**config.mk**
```make
export PLATFORM = sky130hd
export DESIGN_NAME = ifmap_diag_loader
export DESIGN_NICKNAME = d
export VERILOG_FILES = /design/src/rtl/ifmap_diag_loader_pkg.sv /design/src/rtl/ifmap_addr_gen.sv /design/src/rtl/ifmap_diag_loader.sv
export SDC_FILE = /design/constraint.sdc
export NUM_CORES = 2
export LEC_CHECK = 0
export ABC_AREA = 1
export BUFFER_PORTS_ARGS = -buffer_cell sky130_fd_sc_hd__buf_4
export CORE_MARGIN = 4
export CORE_UTILIZATION = 25
export DETAILED_ROUTE_END_ITERATION = 12
export GPL_TIMING_DRIVEN = 0
export SYNTH_ARGS = -nofsm -noshare
export SYNTH_HDL_FRONTEND = slang
export SYNTH_SLANG_ARGS = --single-unit
export TNS_END_PERCENT = 20
```
**constraint.sdc**
```tcl
create_clock -name clk -period 26 [get_ports clk]
set_input_delay 3.9 -clock clk [delete_from_list [all_inputs] [get_ports clk]]
set_output_delay 3.9 -clock clk [all_outputs]
set_load 0.02 [all_outputs]
```
**src/rtl/ifmap_diag_loader_pkg.sv**
```systemverilog
// Shared definitions for the ifmap diagonal loader: default widths,
// FSM state encoding and the configuration sanity helper.
package ifmap_diag_loader_pkg;

  localparam int DW_DEFAULT    = 16;
  localparam int NDIAG_DEFAULT = 25;
  localparam int AW_DEFAULT    = 14;
  localparam int CW_DEFAULT    = 5;

  typedef logic [2:0] state_t;

  localparam state_t ST_IDLE  = 3'd0;
  localparam state_t ST_FETCH = 3'd1;
  localparam state_t ST_DRAIN = 3'd2;
  localparam state_t ST_OUT   = 3'd3;
  localparam state_t ST_FIN   = 3'd4;

  // A run with no rows, no channels, no filter columns, or a filter wider
  // than the ifmap has no work to do.
  function automatic logic cfg_degenerate(input logic [15:0] h,
                                          input logic [15:0] w,
                                          input logic [15:0] s,
                                          input logic [15:0] q,
                                          input logic [15:0] r);
    return (h == 16'd0) || (q == 16'd0) || (r == 16'd0) ||
           (s == 16'd0) || (s > w);
  endfunction

endpackage

```
**src/rtl/ifmap_addr_gen.sv**
```systemverilog
// Ifmap bank address generator. The address
//   cr*q*H*W + cq*H*W + h*W + cs + col
// is kept as a sum of independently stepped offsets so that no multiply
// is needed while a run is in progress; H*W is formed once at start.
module ifmap_addr_gen
  import ifmap_diag_loader_pkg::*;
#(
  parameter int AW = AW_DEFAULT
) (
  input  logic          clk,
  input  logic          rst,
  input  logic          init,
  input  logic [15:0]   h_cfg,
  input  logic [15:0]   w_cfg,
  input  logic          row_step,
  input  logic          row_last,
  input  logic          adv,
  input  logic          cq_wrap,
  input  logic          cs_wrap,
  input  logic          cr_wrap,
  output logic [AW-1:0] addr
);

  localparam logic [AW-1:0] ONE = AW'(1);

  logic [AW-1:0] hw;
  logic [AW-1:0] w_step;
  logic [AW-1:0] cr_base;
  logic [AW-1:0] cq_off;
  logic [AW-1:0] row_off;
  logic [AW-1:0] cs_off;
  logic [AW-1:0] col_off;

  // Offset registers; every sum wraps modulo 2^AW like the final address.
  always_ff @(posedge clk or posedge rst) begin
    if (rst) begin
      hw      <= '0;
      w_step  <= '0;
      cr_base <= '0;
      cq_off  <= '0;
      row_off <= '0;
      cs_off  <= '0;
      col_off <= '0;
    end else if (init) begin
      hw      <= AW'(h_cfg * w_cfg);
      w_step  <= AW'(w_cfg);
      cr_base <= '0;
      cq_off  <= '0;
      row_off <= '0;
      cs_off  <= '0;
      col_off <= '0;
    end else begin
      if (row_step) begin
        row_off <= row_last ? '0 : row_off + w_step;
      end
      if (adv) begin
        if (!cq_wrap) begin
          cq_off <= cq_off + hw;
        end else begin
          cq_off <= '0;
          if (!cs_wrap) begin
            cs_off <= cs_off + ONE;
          end else begin
            cs_off <= '0;
            // cq_off holds (q-1)*H*W here, so adding one more H*W steps
            // the channel-set base by q*H*W without a q multiply.
            if (!cr_wrap) begin
              cr_base <= cr_base + cq_off + hw;
            end else begin
              cr_base <= '0;
              col_off <= col_off + ONE;
            end
          end
        end
      end
    end
  end

  // Address is the running sum of all offsets.
  always_comb begin
    addr = cr_base + cq_off + row_off + cs_off + col_off;
  end

endmodule

```
**src/rtl/ifmap_diag_loader.sv**
```systemverilog
// Ifmap diagonal loader: walks the (col, cr, cs, cq) tuple space, reads H
// ifmap rows per tuple and presents them as one beat on the PE-array
// diagonals, row h of channel-set cr landing on diagonal cr*R + h.
module ifmap_diag_loader
  import ifmap_diag_loader_pkg::*;
#(
  parameter int DW    = DW_DEFAULT,
  parameter int NDIAG = NDIAG_DEFAULT,
  parameter int AW    = AW_DEFAULT,
  parameter int CW    = CW_DEFAULT
) (
  input  logic                clk,
  input  logic                rst,
  input  logic                start,
  input  logic                abort,
  input  logic [15:0]         H,
  input  logic [15:0]         W,
  input  logic [CW-1:0]       S,
  input  logic [CW-1:0]       R,
  input  logic [CW-1:0]       q,
  input  logic [CW-1:0]       r,
  output logic                mem_en,
  output logic [AW-1:0]       mem_addr,
  input  logic [DW-1:0]       mem_rdata,
  output logic [NDIAG*DW-1:0] diag_data,
  output logic [NDIAG-1:0]    diag_valid,
  output logic                out_valid,
  input  logic                out_ready,
  output logic                busy,
  output logic                done,
  output logic                cfg_err
);

  // Wide enough for cr*R + h with any CW and a 16-bit h.
  localparam int KW = 2 * CW + 17;

  state_t        state;
  logic [15:0]   cfg_h;
  logic [15:0]   cfg_w;
  logic [CW-1:0] cfg_s;
  logic [CW-1:0] cfg_rows;
  logic [CW-1:0] cfg_q;
  logic [CW-1:0] cfg_r;
  logic [15:0]   col;
  logic [CW-1:0] cr;
  logic [CW-1:0] cs;
  logic [CW-1:0] cq;
  logic [15:0]   h_cnt;
  logic [KW-1:0] kbase;
  logic          rd_pending;
  logic [KW-1:0] rd_k;

  logic          degen;
  logic          start_acc;
  logic          row_step;
  logic          row_last;
  logic          hs;
  logic          cq_wrap;
  logic          cs_wrap;
  logic          cr_wrap;
  logic          col_last;
  logic [AW-1:0] gen_addr;

  // Loop-bound detection and handshake qualification.
  always_comb begin
    degen     = cfg_degenerate(H, W, 16'(S), 16'(q), 16'(r));
    start_acc = (state == ST_IDLE) && start;
    row_step  = (state == ST_FETCH) && !abort;
    row_last  = (h_cnt == cfg_h - 16'd1);
    hs        = (state == ST_OUT) && out_ready && !abort;
    cq_wrap   = (cq == cfg_q - CW'(1));
    cs_wrap   = (cs == cfg_s - CW'(1));
    cr_wrap   = (cr == cfg_r - CW'(1));
    col_last  = (col == cfg_w - 16'(cfg_s));
  end

  ifmap_addr_gen #(
    .AW(AW)
  ) u_addr_gen (
    .clk      (clk),
    .rst      (rst),
    .init     (start_acc),
    .h_cfg    (H),
    .w_cfg    (W),
    .row_step (row_step),
    .row_last (row_last),
    .adv      (hs),
    .cq_wrap  (cq_wrap),
    .cs_wrap  (cs_wrap),
    .cr_wrap  (cr_wrap),
    .addr     (gen_addr)
  );

  // Status and bank strobe decode from the state; all zero in IDLE/reset.
  always_comb begin
    busy      = (state != ST_IDLE);
    out_valid = (state == ST_OUT);
    mem_en    = (state == ST_FETCH);
    mem_addr  = (state == ST_FETCH) ? gen_addr : '0;
  end

  // FSM, tuple counters, read-return capture and diagonal register bank.
  always_ff @(posedge clk or posedge rst) begin
    if (rst) begin
      state      <= ST_IDLE;
      cfg_h      <= '0;
      cfg_w      <= '0;
      cfg_s      <= '0;
      cfg_rows   <= '0;
      cfg_q      <= '0;
      cfg_r      <= '0;
      col        <= '0;
      cr         <= '0;
      cs         <= '0;
      cq         <= '0;
      h_cnt      <= '0;
      kbase      <= '0;
      rd_pending <= 1'b0;
      rd_k       <= '0;
      diag_data  <= '0;
      diag_valid <= '0;
      done       <= 1'b0;
      cfg_err    <= 1'b0;
    end else begin
      done       <= 1'b0;
      // Read data returns one cycle after the strobe; remember its target.
      rd_pending <= (state == ST_FETCH) && !abort;
      rd_k       <= kbase + KW'(h_cnt);

      if (rd_pending && !abort) begin
        if (rd_k >= KW'(NDIAG)) begin
          cfg_err <= 1'b1;
        end else begin
          for (int unsigned i = 0; i < NDIAG; i++) begin
            if (rd_k == KW'(i)) begin
              diag_data[i*DW +: DW] <= mem_rdata;
              diag_valid[i]         <= 1'b1;
            end
          end
        end
      end

      if (abort && (state != ST_IDLE)) begin
        state <= ST_IDLE;
      end else begin
        case (state)
          ST_IDLE: begin
            if (start) begin
              cfg_h      <= H;
              cfg_w      <= W;
              cfg_s      <= S;
              cfg_rows   <= R;
              cfg_q      <= q;
              cfg_r      <= r;
              col        <= '0;
              cr         <= '0;
              cs         <= '0;
              cq         <= '0;
              h_cnt      <= '0;
              kbase      <= '0;
              diag_data  <= '0;
              diag_valid <= '0;
              cfg_err    <= degen;
              state      <= degen ? ST_FIN : ST_FETCH;
            end
          end
          ST_FETCH: begin
            if (row_last) begin
              h_cnt <= '0;
              state <= ST_DRAIN;
            end else begin
              h_cnt <= h_cnt + 16'd1;
            end
          end
          ST_DRAIN: begin
            state <= ST_OUT;
          end
          ST_OUT: begin
            if (out_ready) begin
              if (cq_wrap && cs_wrap && cr_wrap && col_last) begin
                state <= ST_FIN;
              end else begin
                state      <= ST_FETCH;
                diag_data  <= '0;
                diag_valid <= '0;
              end
              if (!cq_wrap) begin
                cq <= cq + CW'(1);
              end else begin
                cq <= '0;
                if (!cs_wrap) begin
                  cs <= cs + CW'(1);
                end else begin
                  cs <= '0;
                  if (!cr_wrap) begin
                    cr    <= cr + CW'(1);
                    kbase <= kbase + KW'(cfg_rows);
                  end else begin
                    cr    <= '0;
                    kbase <= '0;
                    col   <= col + 16'd1;
                  end
                end
              end
            end
          end
          ST_FIN: begin
            done  <= 1'b1;
            state <= ST_IDLE;
          end
          default: begin
            state <= ST_IDLE;
          end
        endcase
      end
    end
  end

endmodule

```
Yosys cells after proc, flatten, opt, wreduce, memory -nomap -nowiden
Index checks and enable logic that the tools add are counted.

storage, ports and cells
  bits in registers = 682
  input bits = 73
  output and inout port bits = 444
  logic and storage cells = 256

operators by class
  $add $sub $neg = 21
  multiply operators = 1
  order comparisons = 2
  equality and inequality tests = 41
  mux-type cells = 126
  bitwise logic cells = 1
  reductions and logical operators = 38

operators with widths
  kind                   number
  $mux 400               6
  $pmux 400 s2           1
  $mux 16                31
  $mux 14                21
  $eq 27x5->1 const B    9
  $eq 27x4->1 const B    8
  $mux 25                6
  $mux 27                5
  $eq 27x3->1 const B    4
  $add 14x14->14         7
  $pmux 16 s2            2
  $eq 27x2->1 const B    2
  $pmux 27 s2            1
  $mux 5                 10
  $pmux 25 s2            1
  $add 16x1->16 const B  2
  $eq 16x16->1           2
  $mux 1                 32
  $pmux 5 s2             3
  $add 14x1->14 const B  2
  $add 27x16->27         1
  $add 27x5->27          1
  $eq 27x1->1 const B    1
  $ge 27x5->1 const B    1
  other kinds (32)       71

Longest topological paths before layout
  depth in word-level cells = 9
  mapped depth = 25
  depth with buffers taken out = 25

Modules after synthesis
Synthesis repeated with hierarchy kept, for this count alone.

second synthesis, totals
  cells, all modules = 4623
  area total of the unflattened synthesis = 40092.2 um^2

by module, submodules not included
  module             times used  cells an instance  area an instance (um^2)  seq. area each (um^2)
  ifmap_diag_loader  1           3076               28951.5                  14614.0
  ifmap_addr_gen     1           1547               11140.7                  2452.4

Worst setup path before layout
Ideal clock, no wire load.

  path kind = input to register
  start point = input W[2]
  end point = register u_addr_gen.hw[12]
  library setup time = 118 ps
  data arrival time = 8431 ps
  data required time = 25882 ps
  setup slack = 17451 ps
  stages = 23
  buffers on the path = 1
  cell sequence = clkbuf_1 > nand2_1 > inv_1 > fa_1 > inv_1 > fa_1 > inv_1 > fa_1 > inv_1 > fa_1 > inv_1 > fa_1 > inv_1 > fa_1 > inv_1 > ha_1 > inv_1 > nor3_1 > o31ai_1 > o2111ai_1 > or2_2 > nand3_1 > nand2_1

between the ends
  word-level cells in the longest chain between the ends = 1

RTL lines
  what                    line                     text
  start: declaration      ifmap_diag_loader.sv:17  input logic [15:0] W,
  $mul 16x16->14          ifmap_addr_gen.sv:45     hw <= AW'(h_cfg * w_cfg);
  end signal: assignment  ifmap_addr_gen.sv:45
  end: declaration        ifmap_addr_gen.sv:26     logic [AW-1:0] hw;

No other way between the ends.
A chain may end at the register's enable or synchronous reset.

Worst setup path after layout
  start point = register u_addr_gen.cq_off[3]
  end point = output mem_addr[12]

between the ends
  word-level cells in the longest chain between the ends = 5

RTL lines
  what                          line                     text
  start: declaration            ifmap_addr_gen.sv:29     logic [AW-1:0] cq_off;
  start signal: assignment      ifmap_addr_gen.sv:58     cq_off <= cq_off + hw;
  $add 14x14->14 (4 in series)  ifmap_addr_gen.sv:81     addr = cr_base + cq_off + row_off + cs_off + col_off;
  $mux 14                       ifmap_diag_loader.sv:99  mem_addr = (state == ST_FETCH) ? gen_addr : '0;
  end: declaration              ifmap_diag_loader.sv:23  output logic [AW-1:0] mem_addr,

No other way between the ends.

==> impl_metrics.yaml <==
synthesis:
  async_reset_ff_frac: 1.000
  synth-edff-count: 0
  syn_area_um2: 40380
  yosys.area_share.simple: 0.1598
  synth_top_family_by_area: "simple AND/OR/NAND/NOR gates"
  syn_nets: 4944
  avgSynthCellArea_um2: 8.714
  synthXorXnorAreaFrac: 0.03548
  synthMuxAreaShare: 0.06345
  synth_fa_ha_area_frac: 0.08998
  synth_ff_type: "dfrtp_1"
  netlist-cell-type-count: 54
  synth-seq-cells: 682
  netlist_instances: 4634
  synth-compound-area-share: 0.1448
  ys_warn_count: 0
  synth-seq-area-share: 0.4226
detailed_routing:
  drc: 0
  via_count: 35170
  ant_nets: 0
  via_per_inst: 4.723
  wl_mm: 156.4
  drt_iter0_markers: 3283
  wl_per_cell_um: 21.00
  first_pass_iters: 5
cells_and_area:
  final_nets: 5529
  multi_input_area_um2: 19930
  seqCellArea_um2: 17070
  syn_to_final_growth_pct: 23.45
  final_cell_mix: "909 x nand2_1, 682 x dfrtp_1, 560 x inv_1"
  final_common_cell: "nand2_1"
  final_cells: 7447
  final_layout_size_suffix_gt1_frac: 0.1910
  fin_util: 0.3105
  n_antenna_cell: 0
  n_fill_cell: 16900
global_routing:
  overflow: 0
  grt_use_total: 0.1810
  grt_pass1_wl_mm: 228.9
  grt_pass1_vias: 34030
  antenna_found_initial: 9
  grt_max_degree: 125
power:
  swShare: 0.4200
  internal_power_mw: 2.478
  total_leakage_power_nw: 23.27
  clkPwrFrac: 0.286
  p_switching_mw: 1.794
  power_density_nw_per_um2: 85.69
  peakVddDrop_v: 0.00009155
  combPwrFrac: 0.404
  seqPwrFrac: 0.310
  power_mw: 4.272
timing:
  period_needed_ns: 9.439
  post-route-period-util: 0.3631
  worstMarginPinSlew_ns: 1.406
  hold_viol_final: 0
  fmax_mhz: 105.9
  skew_ns: 0.04136
  setup_violations: 0
  slew_headroom: 0.06257
  rsz0062_at_grt: "false"
  layout_setup_ws_ns: 16.56
  report.final.slew_viol_count: 0
critical_path:
  worstPathArrival_ns: 5.54
  crit_type: "reg -> out"
  r2r_setup_slack_ns: 21.91
  crit_path_end_kind: "output pin"
  regToRegEndpoint: "u_addr_gen.cr_base[13]$_DFFE_PP0P_"
  crit_required_ns: 22.10
  rr_worst_depth: 20
  r2r-start: "u_addr_gen.cq_off[3]$_DFFE_PP0P_"
  setup.worst_path.start_class: "flip-flop"
  path_max_fanout: 5
placed_design:
  io_buffers: 493
  finalWeightedCongestion: 0.9231
  dp.final_hpwl_mm: 121.8
  placed_cells: 7294
  place_worst_setup_slack_ns: 16.64
hold_path:
  worstHoldStart: "kbase[19]$_DFFE_PP0P_"
  hold_end: "rd_k[19]$_DFF_PP0_"
  hp-class: "reg -> reg"
  holdPathStages: 1
clock_network:
  hold_buffers: 0
  post_cts_buffers: 0
  clock_sinks: 682
  root_buffer: "clkbuf_16"
  cts_tree: "built"
  cts_buffers: 83
  clockBufferDepth: 3
  clock_latency_ns: 0.69
  clk_pin_slew_ns: 0.06
  ctsResizeCount: 0
  cts_htree_levels: 3
floorplan:
  io_pins: 517
  die_w_um: 409.9
  start_util: 0.2515
  rows: 147
  die_area_um2: 168000
  core-area_um2: 160600
  die_h_um: 409.9
status:
  status: "finished, final reports clean"
flow_run:
  cap_violations: 0
## routing by layer
metal / GRT usage / part of all wire / vias up / wire, µm
met4: 0.07545 / 0.046 / 2 / 7146
met5: 0 / 0.000096 / - / 15
met3: 0.03577 / 0.070 / 274 / 10910
met2: 0.2975 / 0.46 / 1307 / 72680
li1: - / - / 16360 / -
met1: 0.2324 / 0.42 / 17230 / 65610
## sequential cells by signal (all words and copies together), names as in the netlist, 14 cells and up
signal              cells
h_cnt                  16
u_addr_gen.row_off     14
col                    16
cfg_h                  16
u_addr_gen.cq_off      14
diag_data             400
u_addr_gen.cr_base     14
u_addr_gen.cs_off      14
u_addr_gen.w_step      14
kbase                  27
cfg_w                  16
u_addr_gen.hw          14
rd_k                   27
u_addr_gen.col_off     14
diag_valid             25
## critical path: stages, from the launching register on
cell	delay (ns)
dfrtp_1	0.43
ha_1	0.37
nand2_1	0.08
o21ai_0	0.27
nor2_1	0.11
o21ai_0	0.26
a21oi_1	0.12
o21ai_0	0.28
xor2_1	0.45
fa_1	0.51
inv_1	0.08
fa_1	0.40
inv_1	0.07
ha_1	0.21
nand2_1	0.10
nor3_1	0.18
nand3_1	0.10
nand3_1	0.13
nand2_1	0.06
inv_1	0.07
o21ai_0	0.07
nand2_1	0.08
o21ai_0	0.07
a21oi_1	0.18
buf_4	0.16
## area by class of cell
class / instances / area share
buffer: 243 / 0.02412
clock buffer: 118 / 0.04872
clock inverter: 35 / 0.008985
inverter: 582 / 0.04397
multi-input combinational: 3127 / 0.3998
sequential: 682 / 0.3423
tap: 2160 / 0.05421
timing repair buffer: 500 / 0.07785
## cells by family (layout without fill, tap and decap cells)
family	after synthesis	count (layout)
compound gates	958	958
xor+xnor	162	162
fa+ha+maj	237	237
buf+inv	825	1478
flops	682	682
mux	256	256
simple gates	1514	1514
## power groups by stage
stage	Sequential [mW]	Clock, mW	Combinational (mW)
2_1_floorplan	1.29	0	1.23
3_3_place_gp	1.34	0	1.70
3_5_place_dp	1.34	0	1.72
4_1_cts	1.32	1.25	1.73
5_1_grt	1.34	1.29	1.95
6_report	1.32	1.22	1.73
## per-stage QoR
stage / instance area [µm²] / setup TNS [ns] / hold slack, ns
floorplan: 40380 / 0 / 0.4459
global placement: 46790 / -3719.27 / 0.4664
detailed placement: 46980 / 0 / 0.4719
CTS: 49850 / 0 / 0.4841
global route: 49850 / 0 / 0.5009
finish: 49850 / 0 / 0.4850
## how the worst max path moves through the flow
stage                                          start                             to  slack [ns]  depth (start not counted)
finish              u_addr_gen.cq_off[3]$_DFFE_PP0P_                   mem_addr[12]       16.56                         24
global route        u_addr_gen.cq_off[3]$_DFFE_PP0P_                   mem_addr[12]       15.97                         24
CTS                 u_addr_gen.cq_off[2]$_DFFE_PP0P_                   mem_addr[12]       16.50                         24
detailed placement                              W[5]  u_addr_gen.hw[13]$_DFFE_PP0P_       16.64                         21
global placement                                 rst       diag_data[340]$_DFF_PP0_       -5.65                          2
floorplan                                        rst              cfg_err$_DFF_PP0_        2.98                          1
## synth_stat cells (5+ instances only)
| cell type | instances | area [µm²] |
|---|---|---|
| a21oi_2 | 200 | 1752 |
| nand4_1 | 47 | 294.0 |
| nor4_1 | 21 | 131.4 |
| and3_1 | 5 | 31.28 |
| o21a_1 | 11 | 82.58 |
| o31ai_1 | 9 | 67.56 |
| mux2i_1 | 256 | 2562 |
| or2_2 | 14 | 87.58 |
| a31oi_1 | 9 | 56.30 |
| inv_2 | 19 | 71.32 |
| clkbuf_1 | 132 | 495.5 |
| a21oi_1 | 372 | 1862 |
| a21o_1 | 7 | 52.55 |
| inv_1 | 561 | 2106 |
| o21ai_0 | 291 | 1456 |
| a21boi_0 | 6 | 45.04 |
| xor2_1 | 98 | 858.3 |
| xnor2_1 | 63 | 551.8 |
| nor3b_1 | 8 | 60.06 |
| o31ai_2 | 14 | 175.2 |
| buf_4 | 11 | 82.58 |
| nand3b_1 | 12 | 90.09 |
| o22ai_1 | 10 | 62.56 |
| buf_6 | 24 | 270.3 |
| nand3_1 | 165 | 825.8 |
| o2111ai_1 | 6 | 52.55 |
| buf_1 | 23 | 86.33 |
| ha_1 | 148 | 1852 |
| buf_2 | 53 | 265.3 |
| nor3_1 | 64 | 320.3 |
| dfrtp_1 | 682 | 17070 |
| nor2_2 | 5 | 31.28 |
| nand2_1 | 909 | 3412 |
| nor2_1 | 237 | 889.6 |
| fa_1 | 89 | 1782 |
| nor2_4 | 16 | 180.2 |
Note: power is estimated with default switching activity, not from simulation.
